**config.mk**
```make
export PLATFORM = sky130hd
export DESIGN_NAME = pipe_stage_buf
export DESIGN_NICKNAME = d
export VERILOG_FILES = /design/src/rtl/pipe_pkg.sv /design/src/rtl/pipe_sat_cnt.sv /design/src/rtl/pipe_stage_buf.sv
export SDC_FILE = /design/constraint.sdc
export NUM_CORES = 1
export LEC_CHECK = 0
export CAP_MARGIN = 20
export CORE_MARGIN = 5
export CORE_UTILIZATION = 45
export DETAILED_ROUTE_END_ITERATION = 7
export PLACE_DENSITY = 0.76
export SYNTH_ARGS = -nofsm -noshare
export SYNTH_HDL_FRONTEND = slang
export SYNTH_HIERARCHICAL = 1
export SYNTH_SLANG_ARGS = --single-unit
```
**constraint.sdc**
```tcl
create_clock -name clk -period 8.4 [get_ports clk]
set_input_delay 1.26 -clock clk [delete_from_list [all_inputs] [get_ports clk]]
set_output_delay 1.26 -clock clk [all_outputs]
set_load 0.03 [all_outputs]
```
**src/rtl/pipe_pkg.sv**
```systemverilog
// Shared types for the generic pipeline stage buffer: occupancy states and the
// MEM/WB payload bundle.
package pipe_pkg;

    typedef enum logic [1:0] {
        EMPTY = 2'd0,
        ONE   = 2'd1,
        FULL  = 2'd2
    } pipe_state_e;

    localparam int unsigned INSTR_W    = 32;
    localparam int unsigned PC_W       = 32;
    localparam int unsigned XLEN       = 32;
    localparam int unsigned REG_ADDR_W = 5;
    localparam int unsigned WDSEL_W    = 3;

    typedef struct packed {
        logic [INSTR_W-1:0]    instr;
        logic [PC_W-1:0]       pc;
        logic [XLEN-1:0]       alu_result;
        logic [XLEN-1:0]       dm_data;
        logic [REG_ADDR_W-1:0] rd;
        logic                  reg_write;
        logic [WDSEL_W-1:0]    wd_sel;
    } wb_payload_t;

    localparam int unsigned WB_PAYLOAD_W = $bits(wb_payload_t);

endpackage

```
**src/rtl/pipe_sat_cnt.sv**
```systemverilog
// Saturating up-counter: sticks at all-ones instead of wrapping.
module pipe_sat_cnt
    import pipe_pkg::*;
#(
    parameter int unsigned CNT_W = 16
) (
    input  logic             clk,
    input  logic             rst,
    input  logic             i_inc,
    input  logic             i_clr,
    output logic [CNT_W-1:0] o_cnt
);

    logic [CNT_W-1:0] r_cnt;

    always_ff @(posedge clk or posedge rst) begin
        if (rst) begin
            r_cnt <= '0;
        end else if (i_clr) begin
            r_cnt <= '0;
        end else if (i_inc && (r_cnt != '1)) begin
            r_cnt <= r_cnt + CNT_W'(1);
        end
    end

    assign o_cnt = r_cnt;

endmodule

```
**src/rtl/pipe_stage_buf.sv**
```systemverilog
// Generic valid/ready pipeline stage with a 2-entry skid buffer and registered in_ready_o.
// Optional stall/flush performance counters are built when PIPE_STAGE_PERF_EN is defined.
module pipe_stage_buf
    import pipe_pkg::*;
#(
    parameter int unsigned DATA_W         = WB_PAYLOAD_W,
    parameter bit          CLEAR_ON_FLUSH = 1'b1,
    parameter int unsigned CNT_W          = 16
) (
    input  logic              clk,
    input  logic              rst,
    input  logic              flush_i,
    input  logic              in_valid_i,
    output logic              in_ready_o,
    input  logic [DATA_W-1:0] in_data_i,
    output logic              out_valid_o,
    input  logic              out_ready_i,
`ifdef PIPE_STAGE_PERF_EN
    output logic [DATA_W-1:0] out_data_o,
    output logic [CNT_W-1:0]  stall_cnt_o,
    output logic [CNT_W-1:0]  flush_cnt_o
`else
    output logic [DATA_W-1:0] out_data_o
`endif
);

    pipe_state_e       r_state;
    logic [DATA_W-1:0] r_main;
    logic [DATA_W-1:0] r_skid;
    logic              w_acc;
    logic              w_pop;

    // Ready and valid decode from the state register only; no input reaches them.
    assign in_ready_o  = (r_state != FULL);
    assign out_valid_o = (r_state != EMPTY);
    assign out_data_o  = r_main;

    assign w_acc = in_valid_i & in_ready_o;
    assign w_pop = out_valid_o & out_ready_i;

    always_ff @(posedge clk or posedge rst) begin
        if (rst) begin
            r_state <= EMPTY;
            r_main  <= '0;
            r_skid  <= '0;
        end else if (flush_i) begin
            r_state <= EMPTY;
            if (CLEAR_ON_FLUSH) begin
                r_main <= '0;
                r_skid <= '0;
            end
        end else begin
            case (r_state)
                EMPTY: begin
                    if (w_acc) begin
                        r_state <= ONE;
                        r_main  <= in_data_i;
                    end
                end
                ONE: begin
                    if (w_acc && w_pop) begin
                        r_main <= in_data_i;
                    end else if (w_acc) begin
                        r_state <= FULL;
                        r_skid  <= in_data_i;
                    end else if (w_pop) begin
                        r_state <= EMPTY;
                    end
                end
                FULL: begin
                    // Skid entry is younger; it moves up only once main is consumed.
                    if (w_pop) begin
                        r_state <= ONE;
                        r_main  <= r_skid;
                    end
                end
                default: r_state <= EMPTY;
            endcase
        end
    end

`ifdef PIPE_STAGE_PERF_EN
    logic w_stall_inc;
    logic w_flush_inc;

    assign w_stall_inc = out_valid_o & ~out_ready_i;
    // Main is always valid whenever any entry is held.
    assign w_flush_inc = flush_i & out_valid_o;

    pipe_sat_cnt #(
        .CNT_W (CNT_W)
    ) u_stall_cnt (
        .clk   (clk),
        .rst   (rst),
        .i_inc (w_stall_inc),
        .i_clr (1'b0),
        .o_cnt (stall_cnt_o)
    );

    pipe_sat_cnt #(
        .CNT_W (CNT_W)
    ) u_flush_cnt (
        .clk   (clk),
        .rst   (rst),
        .i_inc (w_flush_inc),
        .i_clr (1'b0),
        .o_cnt (flush_cnt_o)
    );
`else
    // CNT_W only sizes the optional counter ports.
    if (CNT_W == 0) begin : g_cnt_w_unused
    end
`endif

endmodule

```
==> metrics.md, run 1 <==
| Metric | Value |
|---|---|
| Outcome | `completed` |
| Fin Setup TNS | `0 ns` |
| Area contributors post-synth | `dfrtp_1 (53%), mux2i_1 (11%), o2111ai_1 (9.2%)` |
| Congestion Overflow GR | `0` |
| Critical path type | `reg2out` |
| CTS tree | `built` |
| Yosys warning count | `6` |
| Crit-path cells | `nand2b_4 -> clkdlybuf4s50_1` |
| Initial Util | `45.4%` |
| Final Non-Filler Cells | `about 1900` |
| IO buf count | `280` |
| DR pass1 iterations | `5` |
| Worst reg2reg endpoint | `out_data_o[15]$_DFFE_PP0P_` |
| Final hold vios | `0` |
| Syn_nets | `1409` |
| Post-synth EDFFs | `0` |
| Hold EP | `r_skid[91]$_DFFE_PP0P_` |
| Post-DR wirelength/cell | `just over 20 um` |
| Clock transition at path regs | `around 0.06 ns` |
| GP Congestion | `0.804` |
| Initial antenna violation count | `5` |
| Die Y | `180 um` |
| Yosys reg bits | `276` |
| Worst Hold Launch | `r_skid[91]$_DFFE_PP0P_` |
| H-tree depth | `1` |
| Startpoint type of the worst setup path | `flip-flop` |
| R2r worst-path depth | `4` |
| Top-count cell post-synth | `dfrtp_1` |
| PwrDens | `around 200 nW/um^2` |
| Post-synthesis xor/xnor area fraction | `0%` |
| # rows | `62` |
| Core ar. | `~29000 sq um` |
| Async SR Flop Fraction | `100%` |
| Post-Syn Area per Cell | `10.3 sq um` |
| P_leak | `7.51 nW` |
| Clk_skew | `around 0.0057 ns` |
| Clock Path Buffers | `3` |
| Worst hold path class | `reg2reg` |
| Setup Fix Bufs, Post-CTS | `0` |
| Worst-Skew Late Latency | `0.55 ns` |
| Share of cells above drive strength 1 | `5.51%` |
| Clock Sinks | `276` |
| Compound-cell area share of the yosys netlist | `a little under a quarter` |
| Global router's overall resource usage | `between 20% and 30%` |
| Worst-Margin Slew | `1.10 ns` |
| First-pass GRT wire length | `61.2 mm` |
| Final worst path period share | `50.5%` |
| Initial DRC count | `852` |
| # fillers | `2359` |
| Met3 WL post-DR | `slightly above 3 mm` |
| Post-DP HPWL | `between 20 and 25 mm` |
| TritonCTS Buffers | `30` |
| Worst path required time | `7.14 ns` |
| Post-synth top area cell | `dfrtp_1` |
| Final nets | `1588` |
| Worst path top cell family by delay | `flip-flops` |
| CP arrival | `between 2 and 3 ns` |
| DRC | `0` |
| Yosys top cell area share | `53.1%` |
| I/O pin cnt | `281` |
| WP buf/inv | `1` |
| WL final | `38.3 mm` |
| Mapped Cells | `1267` |
| Simple-gate share of the synthesized area | `8.39%` |
| CTS resizes | `0` |
| Largest family of logic cells by synthesized area | `compound AO/OA/AOI/OAI gates` |
| Peak supply drop | `~140 uV` |
| CP max stage delay | `0.93 ns` |
| Slew Viols, Final | `0` |
| RSZ-0062 raised after global routing | `false` |
| Area growth from synthesis to layout | `30.1%` |
| Synth top cells by count | `dfrtp_1 (276), nand2_1 (275), a21oi_1 (138), mux2i_1 (138)` |
| Post-synth cell types | `20` |
| Top Layer Used | `met5` |
| Max cap viols | `0` |
| Post-detailed-route count of antenna-violating nets | `0` |
| Placed insts | `1796` |
| Worst setup EP type | `output pin` |
| Total number of vias | `11006` |
| R2R Setup Slk | `4.44 ns` |
| CTS Hold Bufs | `0` |
| Number of setup violations in the final report | `0` |
| Tmin final | `4.24 ns` |
| Vias in the first global route | `10949` |
| Root Driver | `clkbuf_16` |
| Via/cell ratio | `5.93` |
| M1 wire length | `about 16 mm` |
| Pin count of the biggest net entering global routing | `108` |
| Post-Synth Adder-Cell Area | `0%` |
| Die ar. | `32400 sq um` |
| Fmax | `236 MHz` |
| Die width | `around 180 um` |
| Slowest-stage cell, CP | `dfrtp_4` |
| Metal2 WL | `approximately 18 mm` |
| Mux contribution to synthesized area | `a little over a tenth` |
| WHS Path Cells | `2` |
| Part of the Yosys area used for sequential elements | `between 50 and 60%` |
| CP max FO | `66` |
| Rel. slew slack | `a little over a quarter` |
| Reg-to-reg startpoint | `r_state[0]$_DFFE_PP0P_` |
| Ys flop type | `dfrtp_1` |
| Synthesized area | `13000 sq um` |
## power by group
group / total [mW] / switching [mW] / internal (mW)
clock: 1.36 / 0.541 / 0.817
sequential: 1.47 / 0.0612 / 1.41
combinational: 0.598 / 0.362 / 0.235
## per-layer routing
layer,vias to the layer above,track usage [%]
li1,5054,-
met1,5438,30.7
met5,-,0
met4,4,6.25
met2,440,36.0
met3,70,5.38
## layout by cell type, fill, tap and decap left out
master,n
or3b_2,1
dfrtp_1,275
o211a_4,1
mux2i_1,137
clkinv_2,9
nand2b_4,1
or2_2,1
nor2_1,2
a21oi_1,138
dfrtp_4,1
o31ai_1,137
clkinvlp_4,2
nand3b_1,1
clkbuf_16,31
nand2_1,275
mux2i_4,1
o2111ai_1,137
diode_2,3
clkbuf_8,7
clkdlybuf4s50_1,279
clkbuf_1,6
nand4bb_4,1
inv_4,1
buf_16,2
bufinv_16,3
nor4bb_4,1
buf_4,18
o21a_1,2
## metrics by stage
stage	total power, mW	worst slack (ns)	cell area, sq um	util, %	hold WS [ns]
finish	3.42	4.16	16900	59.1	0.520
global route	3.56	4.06	16900	59.1	0.531
CTS	3.45	4.12	16800	58.8	0.523
detailed placement	2.09	3.76	15800	55.3	0.514
global placement	2.08	3.83	15800	55.3	0.508
floorplan	1.81	3.49	13000	-	0.501
## logic make-up after synthesis
kind of cell	Yosys count
buffers and inverters	155
muxes	138
AOI/OAI and AO/OA	415
DFF	276
and+or+nand+nor	283
## registers in the layout (all words and copies together) (netlist names)
register and flops:
out_data_o 137, r_skid 137, r_state 2
## worst register-to-register path, stage by stage (launching register included)
cell and delay (ns):
dfrtp_4 0.93, buf_4 0.88, o211a_4 0.88, buf_4 0.85
o31ai_1 0.25
## layout make-up
| class | count | area (sq um) | area share, % |
|---|---|---|---|
| Sequential cell | 276 | 6910 | 40.9 |
| Multi-Input combinational cell | 836 | 5470 | 32.4 |
| Timing Repair Buffer | 300 | 3000 | 17.7 |
| Clock buffer | 43 | 881 | 5.21 |
| Tap cell | 384 | 480 | 2.84 |
| Clock inverter | 13 | 143 | 0.844 |
| Inverter | 2 | 13.8 | 0.0814 |
| Antenna cell | 3 | 7.51 | 0.0444 |
## how the worst max path moves through the flow
stage                           start                          to  slack [ns]  cells past startpoint
2_1_floorplan                     rst   out_data_o[0]$_DFFE_PP0P_        3.49                      1
3_3_place_gp              out_ready_i  out_data_o[44]$_DFFE_PP0P_        3.83                      6
3_5_place_dp              out_ready_i  out_data_o[91]$_DFFE_PP0P_        3.76                      6
4_1_cts        r_state[0]$_DFFE_PP0P_                  in_ready_o        4.12                      2
5_1_grt        r_state[0]$_DFFE_PP0P_                  in_ready_o        4.06                      2
6_report       r_state[0]$_DFFE_PP0P_                  in_ready_o        4.16                      2
Note: power is estimated with default switching activity, not from simulation.
==> inputs of run 2 (changes only) <==
- clock period: 8.4 -> 3.8 ns (I/O delays scaled with it)
==> run 2 against run 1 <==
Final area is 0.33% higher; sequential share of layout area is 0.14 points lower; core utilization rose by 0.20 points; clock power up 120%; critical endpoint unchanged; largest cell class unchanged; largest power group unchanged.
==> metrics.md, run 2 (synthesized netlist as in run 1, its figures left out) <==
| Metric | Value |
|---|---|
| Congestion Overflow GR | `0 (unchanged)` |
| Overall Power | `7.55 mW (was 3.42 mW)` |
| First-pass GRT wire length | `61.6 mm (was 61.2 mm)` |
| CP max FO | `68 (was 66)` |
| Slowest-stage cell, CP | `dfrtp_4 (unchanged)` |
| # rows | `62 (unchanged)` |
| M1 GR Usage | `30.0% (was 30.7%)` |
| Total number of vias | `10922 (was 11006)` |
| Setup Fix Bufs, Post-CTS | `0 (unchanged)` |
| Post-detailed-route count of antenna-violating nets | `0 (unchanged)` |
| # fillers | `2370 (was 2359)` |
| IO buf count | `280 (unchanged)` |
| Die ar. | `32400 sq um (unchanged)` |
| Post-DP HPWL | `21.9 mm (was 22.7 mm)` |
| Die Y | `180 um (unchanged)` |
| Worst path required time | `3.23 ns (was 7.14 ns)` |
| Core ar. | `28600 sq um (unchanged)` |
| Root Driver | `clkbuf_16 (unchanged)` |
| Startpoint type of the worst setup path | `flip-flop (unchanged)` |
| Clock Sinks | `276 (unchanged)` |
| Peak supply drop | `440 uV (was 139 uV)` |
| Clock Path Buffers | `3 (unchanged)` |
| Final Non-Filler Cells | `1855 (was 1857)` |
| Worst-Margin Slew | `1.08 ns (was 1.10 ns)` |
| Most frequent cells in the layout | `clkdlybuf4s50_1 (279), nand2_1 (275), dfrtp_1 (275), a21oi_1 (138) (unchanged)` |
| CTS resizes | `0 (unchanged)` |
| Via/cell ratio | `5.89 (was 5.93)` |
| GR Layer Usage met3 | `7.54% (was 5.38%)` |
| Placed cell area | `15900 sq um (was 15800 sq um)` |
| RSZ-0062 raised after global routing | `false (unchanged)` |
| P_leak | `7.51 nW (about the same)` |
| Final nets | `1586 (was 1588)` |
| Worst path top cell family by delay | `flip-flops (unchanged)` |
| Pin count of the biggest net entering global routing | `224 (was 108)` |
| Placed insts | `1795 (was 1796)` |
| Reg-to-reg startpoint | `r_state[0]$_DFFE_PP0P_ (unchanged)` |
| Final hold vios | `0 (unchanged)` |
| CTS Hold Bufs | `0 (unchanged)` |
| Number of setup violations in the final report | `0 (unchanged)` |
| Initial antenna violation count | `7 (was 5)` |
| Busiest grt layer | `met2 (unchanged)` |
| CP max stage delay | `0.90 ns (was 0.93 ns)` |
| Outcome | `completed (unchanged)` |
| Fin Setup TNS | `0 ns (unchanged)` |
| Vias in the first global route | `11022 (was 10949)` |
| WL final | `38.3 mm (about the same)` |
| Max cap viols | `0 (unchanged)` |
| Worst-Skew Late Latency | `0.54 ns (was 0.55 ns)` |
| Tmin final | `3.06 ns` |
| Slew Viols, Final | `0 (unchanged)` |
| PwrDens | `445 nW/um^2 (was 203 nW/um^2)` |
| R2r worst-path depth | `4 (unchanged)` |
| Fmax | `about 330 MHz` |
| Clk_skew | `0.00696 ns (was 0.00570 ns)` |
| Final worst path period share | `80.4%` |
| Final Cell Area | `17000 sq um (was 16900 sq um)` |
| Rel. slew slack | `27.7% (was 26.9%)` |
| CTS tree | `built (unchanged)` |
| Initial Util | `45.4% (unchanged)` |
| Worst hold path class | `in2async (was reg2reg)` |
| GP Congestion | `0.805 (was 0.804)` |
| Worst setup EP type | `output pin (unchanged)` |
| Commonest non-fill, non-tap cell in the layout | `clkdlybuf4s50_1 (unchanged)` |
| WP buf/inv | `1 (unchanged)` |
| Fin worst setup slack | `0.744 ns (was 4.16 ns)` |
| DR pass1 iterations | `5 (unchanged)` |
| Initial DRC count | `1006 (was 852)` |
| Worst reg2reg endpoint | `out_data_o[69]$_DFFE_PP0P_ (was out_data_o[15]$_DFFE_PP0P_)` |
| TritonCTS Buffers | `31 (was 30)` |
| Share of cells above drive strength 1 | `5.05% (was 5.51%)` |
| R2R Setup Slk | `1.16 ns (was 4.44 ns)` |
| Post-DR wirelength/cell | `20.6 um (about the same)` |
| Crit-path cells | `nand2b_4 -> clkdlybuf4s50_1 (unchanged)` |
| Die width | `180 um (unchanged)` |
| Area growth from synthesis to layout | `30.5% (was 30.1%)` |
| Global router's overall resource usage | `22.7% (was 22.4%)` |
| CP arrival | `2.49 ns (was 2.98 ns)` |
| GR Util met2 | `36.0% (about the same)` |
| DRC | `0 (unchanged)` |
| Critical path type | `reg2out (unchanged)` |
| H-tree depth | `1 (unchanged)` |
| I/O pin cnt | `281 (unchanged)` |
| Clock transition at path regs | `0.06 ns (about the same)` |
| DP Worst Slack | `1.10 ns (was 3.76 ns)` |
[run 2: area by class of cell]
cell class,count,area [sq um],area share [%]
clock buffer,45,878,5.18
inverter,2,13.8,0.0811
clock inverter,10,134,0.789
tap,384,480,2.83
timing repair buffer,297,3060,18.0
sequential,276,6910,40.7
antenna,5,12.5,0.0738
multi-input combinational,836,5470,32.3
[run 2: worst max path at each step]
stage                                      start                           to  slack (ns)  depth (start not counted)
after CTS                 r_state[0]$_DFFE_PP0P_                   in_ready_o        0.67                          2
after global placement               out_ready_i   out_data_o[91]$_DFFE_PP0P_        1.14                          5
after detailed placement  r_state[0]$_DFFE_PP0P_  out_data_o[131]$_DFFE_PP0P_        1.10                          4
final                     r_state[0]$_DFFE_PP0P_                   in_ready_o        0.74                          2
after floorplan                              rst    out_data_o[0]$_DFFE_PP0P_       -0.42                          1
after global routing      r_state[0]$_DFFE_PP0P_                   in_ready_o        0.62                          2
[run 2: metrics by stage]
step	util (%)	hold slack [ns]
final	59.3	0.459
after detailed placement	55.7	0.514
after global routing	59.2	0.479
after global placement	55.7	0.508
after CTS	59.2	0.449
after floorplan	-	0.501
[run 2: layer usage]
layer | part of all wire, % | routed length [um]
met4 | 2.0 | 773
met3 | 8.7 | 3330
met5 | 0.060 | 23
met2 | 48 | 18400
met1 | 41 | 15800
[run 2: where the power goes]
part           total (mW)  internal [mW]  switching [mW]
logic                1.34          0.530           0.811
clock network        2.97           1.79            1.17
registers            3.24           3.11           0.127
total                7.55           5.43            2.11
